### src/rtl/mic_pkg.sv
// rtl/mic_pkg.sv - shared state type and framing-mode constants for the stereo mic receiver
package mic_pkg;

    typedef enum logic [1:0] {
        IDLE,
        SKIP,
        CAPTURE,
        DONE
    } mic_state_e;

    localparam int MODE_LJ  = 0;
    localparam int MODE_I2S = 1;

endpackage

### src/rtl/sync_fifo.sv
// rtl/sync_fifo.sv - show-ahead synchronous FIFO; a push into a full FIFO succeeds only alongside a pop
module sync_fifo #(
    parameter int WIDTH = 32,
    parameter int DEPTH = 4
) (
    input  logic             clk_i,
    input  logic             reset_i,
    input  logic             push_i,
    input  logic             pop_i,
    input  logic [WIDTH-1:0] data_i,
    output logic [WIDTH-1:0] data_o,
    output logic             full_o,
    output logic             empty_o
);

    localparam int AW = (DEPTH > 1) ? $clog2(DEPTH) : 1;

    logic [WIDTH-1:0] mem_q [DEPTH];
    logic [AW-1:0]    wr_ptr_q;
    logic [AW-1:0]    rd_ptr_q;
    logic [AW:0]      count_q;
    logic             do_push;
    logic             do_pop;

    assign empty_o = (count_q == '0);
    assign full_o  = (count_q == (AW+1)'(DEPTH));
    assign do_pop  = pop_i & ~empty_o;
    assign do_push = push_i & (~full_o | do_pop);
    assign data_o  = mem_q[rd_ptr_q];

    always_ff @(posedge clk_i) begin
        if (do_push) begin
            mem_q[wr_ptr_q] <= data_i;
        end
    end

    always_ff @(posedge clk_i) begin
        if (reset_i) begin
            wr_ptr_q <= '0;
            rd_ptr_q <= '0;
            count_q  <= '0;
        end else begin
            if (do_push) begin
                wr_ptr_q <= wr_ptr_q + 1'b1;
            end
            if (do_pop) begin
                rd_ptr_q <= rd_ptr_q + 1'b1;
            end
            count_q <= count_q + {{AW{1'b0}}, do_push} - {{AW{1'b0}}, do_pop};
        end
    end

endmodule

### src/rtl/mic_rx_stereo.sv
// rtl/mic_rx_stereo.sv - stereo ADC serial receiver: LRC edge detect, word capture, pair FIFO
module mic_rx_stereo
    import mic_pkg::*;
#(
    parameter int N          = 16,
    parameter int I2S_MODE   = 0,
    parameter int FIFO_DEPTH = 4
) (
    input  logic         bclk,
    input  logic         reset,
    input  logic         adclrc,
    input  logic         adcdat,
    input  logic         sample_ready,
    output logic         sample_valid,
    output logic [N-1:0] sample_left,
    output logic [N-1:0] sample_right,
    output logic         frame_error,
    output logic         overflow
);

    localparam int             CW       = $clog2(N + 1);
    localparam logic [CW-1:0]  LAST_BIT = CW'(N - 1);

    mic_state_e      state_q, state_d;
    logic [CW-1:0]   cnt_q, cnt_d;
    logic [N-2:0]    shift_q, shift_d;
    logic            chan_q, chan_d;
    logic            adclrc_q;
    logic [N-1:0]    left_q;
    logic            left_ok_q;
    logic            frame_err_q;
    logic            overflow_q;

    logic            lrc_edge;
    logic            lrc_rise;
    logic [N-1:0]    word;
    logic            complete;
    logic            push;
    logic            pop;
    logic            fifo_full;
    logic            fifo_empty;
    logic [2*N-1:0]  fifo_head;

    assign lrc_edge = adclrc_q ^ adclrc;
    assign lrc_rise = ~adclrc_q & adclrc;
    assign word     = {shift_q, adcdat};

    // An LRC edge always wins: it restarts capture even on the would-be LSB cycle.
    always_comb begin
        state_d  = state_q;
        cnt_d    = cnt_q;
        shift_d  = shift_q;
        chan_d   = chan_q;
        complete = 1'b0;
        if (lrc_edge) begin
            state_d = (I2S_MODE == MODE_I2S) ? SKIP : CAPTURE;
            cnt_d   = '0;
            chan_d  = adclrc;
        end else begin
            case (state_q)
                SKIP: state_d = CAPTURE;
                CAPTURE: begin
                    shift_d = word[N-2:0];
                    if (cnt_q == LAST_BIT) begin
                        complete = 1'b1;
                        state_d  = DONE;
                    end else begin
                        cnt_d = cnt_q + 1'b1;
                    end
                end
                default: state_d = state_q;
            endcase
        end
    end

    assign push = complete & ~chan_q & left_ok_q;
    assign pop  = sample_valid & sample_ready;

    always_ff @(posedge bclk) begin
        if (reset) begin
            state_q     <= IDLE;
            cnt_q       <= '0;
            shift_q     <= '0;
            chan_q      <= 1'b0;
            adclrc_q    <= adclrc;
            left_q      <= '0;
            left_ok_q   <= 1'b0;
            frame_err_q <= 1'b0;
            overflow_q  <= 1'b0;
        end else begin
            state_q     <= state_d;
            cnt_q       <= cnt_d;
            shift_q     <= shift_d;
            chan_q      <= chan_d;
            adclrc_q    <= adclrc;
            frame_err_q <= lrc_edge & ((state_q == SKIP) | (state_q == CAPTURE));
            overflow_q  <= push & fifo_full & ~pop;
            if (complete & chan_q) begin
                left_q <= word;
            end
            if (lrc_rise | push) begin
                left_ok_q <= 1'b0;
            end else if (complete & chan_q) begin
                left_ok_q <= 1'b1;
            end
        end
    end

    sync_fifo #(
        .WIDTH (2 * N),
        .DEPTH (FIFO_DEPTH)
    ) u_fifo (
        .clk_i   (bclk),
        .reset_i (reset),
        .push_i  (push),
        .pop_i   (pop),
        .data_i  ({left_q, word}),
        .data_o  (fifo_head),
        .full_o  (fifo_full),
        .empty_o (fifo_empty)
    );

    assign sample_valid = ~fifo_empty;
    assign sample_left  = sample_valid ? fifo_head[2*N-1:N] : '0;
    assign sample_right = sample_valid ? fifo_head[N-1:0]   : '0;
    assign frame_error  = frame_err_q;
    assign overflow     = overflow_q;

endmodule

### config.mk
export PLATFORM = sky130hd
export DESIGN_NAME = mic_rx_stereo
export DESIGN_NICKNAME = d
export VERILOG_FILES = /design/src/rtl/mic_pkg.sv /design/src/rtl/sync_fifo.sv /design/src/rtl/mic_rx_stereo.sv
export SDC_FILE = /design/constraint.sdc
export NUM_CORES = 1
export LEC_CHECK = 0
export ABC_CLOCK_PERIOD_IN_PS = 2750
export CAP_MARGIN = 20
export CORE_MARGIN = 5
export CORE_UTILIZATION = 53
export CTS_CLUSTER_DIAMETER = 120
export DETAILED_ROUTE_END_ITERATION = 10
export PLACE_DENSITY = 0.8
export SLEW_MARGIN = 20
export SYNTH_ARGS = -nofsm -noshare
export SYNTH_HDL_FRONTEND = slang
export SYNTH_SLANG_ARGS = --single-unit
### constraint.sdc
create_clock -name bclk -period 2.75 [get_ports bclk]
set_input_delay 0.4125 -clock bclk [delete_from_list [all_inputs] [get_ports bclk]]
set_output_delay 0.4125 -clock bclk [all_outputs]
set_load 0.02 [all_outputs]
---- Word-level counts from Yosys, hierarchy flattened ----
Memories as Yosys holds them, arrays and structs flattened. A register that Yosys moved wholly into a read port is not among the register bits.
Cells that the tools add are included.
storage, ports and cells
  register bits ........................... 50
  memory bits (writable) .................. 128
  output and inout bits ................... 35
  word-level logic and storage cells ...... 67
  memories kept ........................... 1
operators by class
  $add $sub $neg .......................... 5
  equal/unequal tests ..................... 6
  mux-type cells .......................... 12
  bitwise operators ....................... 21
  reductions and logical operators ........ 9
memory list
  memory        depth  bits a word  read ports  clocked after memory_dff  write ports  RTL line         RTL
  u_fifo.mem_q  4      32           1           1                         1            sync_fifo.sv:18  logic [WIDTH-1:0] mem_q [DEPTH];
operator list
  kind                                            count
  2-to-1 mux 16 bit                               2
  AND 1 bit                                       10
  2-to-1 mux 2 bit                                4
  AND reduction 2 bit                             4
  NOT 1 bit                                       7
  adder 5 x 1 -> 5 bit (second input constant)    1
  == test 5 x 4 -> 1 bit (second input constant)  1
  2-to-1 mux 1 bit                                5
  adder 2 x 1 -> 2 bit (second input constant)    2
  one-hot mux 2 bit (2 select lines)              1
  OR reduction 2 bit                              2
  adder 3 x 1 -> 3 bit                            1
  == test 3 bit (second input constant)           1
  zero test 3 bit                                 1
  != test 3 bit (second input constant)           1
  OR 1 bit                                        3
  nonzero test 3 bit                              1
  subtractor 3 x 1 -> 3 bit                       1
  == test 2 x 1 -> 1 bit (second input constant)  1
  == test 2 bit (second input constant)           1
  != test 2 bit (second input constant)           1
  nonzero test 2 bit                              1
  bitwise XOR 1 bit                               1

---- Depth between registers and ports, before layout ----
Gate-level depths: netlist (run 1).
  depth in word-level cells ............... 9
  gate-level depth with buffers ........... 9

---- Hierarchy ----
A second synthesis (run 1) with hierarchy kept.
second synthesis, totals
  cell total of the unflattened synthesis .. 442
  area, all modules ....................... 7013.0 µm²
modules (own cells, without submodules)
  module         instances  cells an instance  area each (µm²)  seq. area each (µm²)
  sync_fifo      1          214                5198.7           4023.9
  mic_rx_stereo  1          228                1814.2           860.8

---- Worst setup path before layout (run 1) ----
OpenSTA, ideal clock, no wires.
  kind .................................... reg2reg
  from .................................... register cnt_q[0]
  to ...................................... memory u_fifo.mem_q[2][0] (enable)
  arrival time ............................ 2158 ps
  data required time ...................... 2358 ps
  setup slack ............................. 200 ps
  cell stages (with the launch flop) ...... 7
  path buffers ............................ 0
  clock period less this slack ............ 2550 ps
  cells stage by stage .................... dfxtp_1 > ha_1 > and3_1 > ha_1 > nand3b_2 > nor3_4 > and2_1
between the ends
  word-level cells in the longest chain between the ends .. 9
RTL lines
  item                                    RTL line             RTL
  start: declaration                      mic_rx_stereo.sv:25  logic [CW-1:0] cnt_q, cnt_d;
  start signal: assignment                mic_rx_stereo.sv:92  cnt_q <= cnt_d;
  == test 5 x 4 -> 1 bit                  mic_rx_stereo.sv:64  if (cnt_q == LAST_BIT) begin
  2-to-1 mux 1 bit                        mic_rx_stereo.sv:64
  2-to-1 mux 1 bit                        mic_rx_stereo.sv:60  case (state_q)
  2-to-1 mux 1 bit                        mic_rx_stereo.sv:55  if (lrc_edge) begin
  AND 1 bit (2 in series)                 mic_rx_stereo.sv:76  assign push = complete & ~chan_q & left_ok_q;
  AND 1 bit                               sync_fifo.sv:28      assign do_push = push_i & (~full_o | do_pop);
  via u_fifo.do_push                      sync_fifo.sv:22      logic do_push;
  2-to-1 mux 1 bit                        sync_fifo.sv:32      if (do_push) begin
  2-to-1 mux 1 bit (implied by the code)  sync_fifo.sv:33      mem_q[wr_ptr_q] <= data_i;
  end: declaration                        sync_fifo.sv:18
The timed path passes the listed nets, and every way through them passes these cells.

==> results of run 1 <==
[routing by layer]
layer	vias to the layer above	wire length, um	track usage
li1	1729	-	-
met1	1850	4971	0.2078
met2	112	6436	0.2751
met3	25	610	0.04202
met4	2	303	0.07157
met5	-	13	0
[kinds of logic (layout without fill, tap and decap cells)]
group           after synthesis  after routing
mux                          35             35
compound gates               40             40
flops                       180            180
fa+ha+maj                    12             12
xor+xnor                      6              6
simple gates                136            136
buf+inv                      36             98
[synthesized netlist by cell type, types with 2 or more instances]
master,count
edfxtp_1,128
nand2_1,65
dfxtp_1,52
nor2b_1,35
a21oi_1,34
mux4_2,32
inv_1,13
ha_1,11
nor2_1,11
clkbuf_1,10
buf_2,7
and2_1,5
nand2b_1,5
buf_6,4
nor3_1,3
xnor2_1,3
xor2_1,3
buf_4,2
mux2i_1,2
[power breakdown]
group | internal, W | leakage [nW] | total, W | switching, W
Clock | 0.00140 | 0.288 | 0.00239 | 0.000996
Combinational | 0.00111 | 0.859 | 0.00227 | 0.00116
Sequential | 0.00292 | 1.62 | 0.00298 | 0.0000682
[critical path, delay by kind of cell (launching register included)]
| family | cells | cell delay [ns] |
|---|---|---|
| muxes | 1 | 0.50 |
| buffers and inverters | 2 | 0.80 |
| DFF | 1 | 0.39 |
| and+or+nand+nor | 1 | 0.15 |
[area by class of cell]
type / count / share of cell area
Sequential cell: 180 / 0.5945
Multi-Input combinational cell: 229 / 0.2288
Timing Repair Buffer: 53 / 0.07155
Clock buffer: 18 / 0.05480
Tap cell: 172 / 0.02618
Clock inverter: 14 / 0.01827
Inverter: 13 / 0.005937
[flip-flops by register name, summed over array words and instances (netlist names), named ones only]
register	cells
left_q	16
shift_q	15
overflow	1
u_fifo.rd_ptr_q	2
cnt_q	5
frame_error	1
adclrc_q	1
left_ok_q	1
u_fifo.wr_ptr_q	2
u_fifo.mem_q	128
chan_q	1
u_fifo.count_q	3
state_q	2
[repair_timing]
item | in CTS | in global routing
endpoints found under the setup margin | 8 | 24
gates cloned | 0 | 1
setup buffers | 0 | 0
resized for setup | 8 | 4
hold buffers | 0 | 0
[worst paths after layout]
check | start | end | cells past startpoint | slack [ns]
hold reg to reg | cnt_q[1] | cnt_q[1] | 2 | 0.48
hold / removal | cnt_q[1] | cnt_q[1] | 2 | 0.48
setup reg to reg | cnt_q[0] | u_fifo.count_q[1] | 8 | 0.50
setup / recovery | flip-flop | sample_right[9] | 4 | 0.07
[metrics by stage]
step | worst slack, ns | instances | hold WS, ns
6_report | 0.07440 | 679 | 0.4757
5_1_grt | 0.01292 | 679 | 0.5017
4_1_cts | 0.001324 | 678 | 0.4805
3_5_place_dp | 0.2531 | 646 | 0.4718
3_3_place_gp | 0.2959 | 646 | 0.4633
2_1_floorplan | 0.1996 | 445 | 0.4402
==> flow_metrics.tcl, run 1 <==
set metrics [dict create \
    cts-root-buf "clkbuf_16" \
    vias 3718 \
    path_cells "clkbuf_16, mux4_2, nor2b_1, clkdlybuf4s50_1" \
    regArea_um2 4886 \
    layout.nets 511 \
    clock_latency_ns 0.42 \
    tns_ns 0 \
    critPathSlowestCell "clkdlybuf4s50_1" \
    fp.dieArea_um2 15480 \
    synth_fa_ha_area_frac 0.02271 \
    ios 40 \
    htreeDepth 4 \
    p_leak_nw 2.765 \
    cts.path.max_buffers 2 \
    report.final.setup_viol 0 \
    synth.mux.area_fraction 0.1083 \
    tritoncts "built" \
    syn_avg_cell_area_um2 15.60 \
    tightestPinTransition_ns 0.6190 \
    synthXorXnorAreaFrac 0.007572 \
    first_pass_iters 5 \
    cts_sinks 180 \
    antennaDiodeCount 0 \
    hold_violations 0 \
    synth-simple-area-share 0.1006 \
    overflow 0 \
    synth_area_um2 6940 \
    die-width_um 124.4 \
    synth_seq_cells 180 \
    critPathArrivalTime_ns 2.26 \
    slew_violations 0 \
    required_ns 2.34 \
    period_needed_ns 2.676 \
    grt_pass1_wl_mm 19.97 \
    syn2layout_area_growth_pct 18.42 \
    final_cell_area_um2 8219 \
    drive_gt1_frac 0.1657 \
    yosysTopAreaCell "edfxtp_1" \
    layout_common_cells "128 x edfxtp_1, 65 x nand2_1, 51 x dfxtp_1, 35 x nor2b_1, 34 x a21oi_1" \
    totalPowerFinal_w 0.007649 \
    hold_path_class "reg -> reg" \
    finalCritPeriodShare 0.9729 \
    fmax_mhz 373.7 \
    placed_cell_area_um2 7594 \
    place_congestion 0.7309 \
    synth.distinct_cells 39 \
    num_rows 41 \
    drt_wl_total_mm 12.34 \
    start_util 0.5455 \
    coreArea_um2 12720 \
    drt_iter0_drc 333 \
    synth_edf_count 128 \
    antenna_left 0 \
    power_density_nw_per_um2 930.6 \
    slew_headroom 0.5873 \
    yosys_warnings 0 \
    finClkSkew_ns 0.008957 \
    startpoint_type "flip-flop" \
    multi_input_area_um2 1881 \
    async_flop_share 0 \
    rsz0062_at_grt "no" \
    grt_antenna_before_repair 1 \
    synth.top_cell.area_share 0.5538 \
    ys_dominant_reg_cell "edfxtp_1" \
    dp_hpwl_mm 6.989 \
    cts_made_buffers 17 \
    path_class "reg -> out" \
    grt_usage 0.1660 \
    synth_area_leaders "edfxtp_1 55%, dfxtp_1 15%, mux4_2 10%" \
    drc 0 \
    synthCells 445 \
    cpPeakStageDelay_ns 0.56 \
    path_max_fanout 16 \
    vias_per_cell 5.476 \
    synth_top_family_by_area "multiplexers" \
    synth_nets 462 \
    grt_pass1_vias 3779 \
    n_fill_cell 919 \
    irDropWorstVdd_mv 0.5901 \
    outcome "complete, no violations" \
    grt_max_degree 48 \
    die_h_um 124.4 \
    layout.cells.most_common "edfxtp_1" \
    io_buffers 39 \
    final_core_util 0.6460 \
    synth-compound-area-share 0.03083 \
    cap_viol_max_count 0 \
    path_clk_slew_ns 0.06 \
    cp-end-kind "output port" \
    avgRoutedWirePerCell_um 18.17 \
    synth-seq-area-share 0.7038 \
]
Note: power is estimated with default switching activity, not from simulation.
==> run 2, diff against run 1 <==
Settings changed: SETUP_SLACK_MARGIN set to 0.4.
==> run 2 against run 1 <==
Sequential share of layout area shrank 0.68 points. Fmax is 13% higher. Via count is 2.3% higher. Final area rose by 1.2%. Non-clock buffer count is 14 higher. Final cell count increased by 2.1%. Utilization is 0.78 points higher. Critical path depth rose by 1. Global-route usage is 0.89 points higher. Flip-flop and latch count is the same. Count of clock-buffer cells in the layout increased by 1. Clock power is 8% higher.
==> flow_metrics.tcl, run 2 (synthesized netlist as in run 1, its figures left out) <==
set metrics [dict create \
    fmax_mhz 424.0 \
    cts_made_buffers 17 \
    p_sw_frac 0.2894 \
    grt_usage 0.1748 \
    rsz0062_at_grt "yes" \
    overflow 0 \
    switchingPower_w 0.002320 \
    tightestPinTransition_ns 0.6252 \
    report.final.setup_viol 0 \
    final_cell_area_um2 8318 \
    start_util 0.5455 \
    irDropWorstVdd_mv 0.5705 \
    layout.nets 525 \
    antennaDiodeCount 0 \
    finClkSkew_ns 0.01124 \
    sequentialPowerShare 0.374 \
    ctsHoldBuffers 0 \
    startpoint_type "flip-flop" \
    slew_violations 0 \
    hold_path_class "reg -> reg" \
    drt_wl_total_mm 13.45 \
    drt_iter0_drc 330 \
    period_needed_ns 2.358 \
    grt_max_degree 33 \
    vias_per_cell 5.486 \
    vias 3802 \
    top_register "u_fifo.mem_q" \
    power_density_nw_per_um2 963.9 \
    path_max_fanout 7 \
    antenna_left 0 \
    path_clk_slew_ns 0.06 \
    path_class "reg -> out" \
    dp_hpwl_mm 7.436 \
    avgRoutedWirePerCell_um 19.41 \
    cap_viol_max_count 0 \
    pwr-share-comb 0.302 \
    die-width_um 124.4 \
    clock_latency_ns 0.42 \
    grt_pass1_vias 3955 \
    htreeDepth 4 \
    fp.dieArea_um2 15480 \
    placed_cell_area_um2 7631 \
    cts-root-buf "clkbuf_16" \
    required_ns 2.34 \
    place_congestion 0.7572 \
    io_buffers 39 \
    drive_gt1_frac 0.2572 \
    outcome "complete, no violations" \
    power_frac_clock 0.324 \
    cts.path.max_buffers 2 \
    first_pass_iters 5 \
    die_h_um 124.4 \
    critPathArrivalTime_ns 1.95 \
    dpl_worst_slack_ns 0.2493 \
    layout_common_cells "128 x edfxtp_1, 65 x nand2_1, 51 x dfxtp_1, 34 x a21oi_1, 33 x nor2b_1" \
    top_regs "u_fifo.mem_q x128, left_q x16, shift_q x15" \
    finalCritPeriodShare 0.8576 \
    grt_pass1_wl_mm 21.07 \
    final_core_util 0.6538 \
    syn2layout_area_growth_pct 19.85 \
    stdcell_count 693 \
    cts_sinks 180 \
    num_rows 41 \
    slew_headroom 0.5832 \
    place_inst 647 \
    layout.cells.most_common "edfxtp_1" \
    p_leak_nw 2.857 \
    tritoncts "built" \
    drc 0 \
    n_fill_cell 887 \
    cp-end-kind "output port" \
    coreArea_um2 12720 \
    ios 40 \
    grt_antenna_before_repair 0 \
    p_int_w 0.005697 \
    largest_register_ffs 128 \
    tns_ns 0 \
    setup_ws_ns 0.3917 \
    hold_violations 0 \
]
-- run 2: worst paths after layout --
check / startpoint / to / slack, ns / depth (start not counted)
worst max-delay path: flip-flop / sample_right[5] / 0.39 / 5
worst min-delay path: cnt_q[1] / cnt_q[1] / 0.48 / 2
worst max register to register: cnt_q[0] / u_fifo.count_q[1] / 0.45 / 8
worst min register to register: cnt_q[1] / cnt_q[1] / 0.48 / 2
-- run 2: area by class of cell --
| class | count | area, um2 | share of cell area |
|---|---|---|---|
| Tap cell | 172 | 215.2 | 0.02587 |
| Clock buffer | 19 | 432.9 | 0.05205 |
| Clock inverter | 13 | 206.4 | 0.02482 |
| Inverter | 13 | 48.80 | 0.005866 |
| Timing Repair Buffer | 67 | 623.1 | 0.07491 |
| Multi-Input combinational cell | 229 | 1903 | 0.2288 |
| Sequential cell | 180 | 4888 | 0.5877 |
-- run 2: critical path, cell delays in order (launching register included) --
cell and delay [ns]:
dfxtp_4 0.41, buf_4 0.15, clkbuf_16 0.16, mux4_2 0.51, nor2b_1 0.15, clkbuf_2 0.15
-- run 2: timing repair --
action / CTS / global route
pin swaps: 2 / 1
cloned: 0 / 4
hold endpoints to repair: 0 / 0
resized for setup: 32 / 78
buffers inserted: 2 / 8
setup endpoints to repair: 34 / 163
-- run 2: power groups by stage --
stage                     Clock, W  Sequential [W]  Combinational, W
final                      0.00259         0.00300           0.00242
after detailed placement         0         0.00304           0.00240
after global routing       0.00276         0.00300           0.00261
after floorplan                  0         0.00302           0.00144
after CTS                  0.00262         0.00299           0.00219
after global placement           0         0.00304           0.00236
-- run 2: layer usage --
| metal | share of wire | global-route usage | up-vias | routed length [um] |
|---|---|---|---|---|
| li1 | - | - | 1751 | - |
| met1 | 0.42 | 0.2222 | 1917 | 5633 |
| met2 | 0.51 | 0.2869 | 113 | 6885 |
| met3 | 0.048 | 0.03859 | 21 | 645 |
| met4 | 0.021 | 0.08253 | 0 | 286 |
| met5 | 0 | 0 | - | 0 |
-- run 2: metrics by stage --
stage | power (W) | hold WS, ns
after CTS | 0.007793 | 0.4809
after global placement | 0.005403 | 0.4631
after global routing | 0.008380 | 0.5119
after floorplan | 0.004452 | 0.4402
final | 0.008017 | 0.4799
after detailed placement | 0.005442 | 0.4728
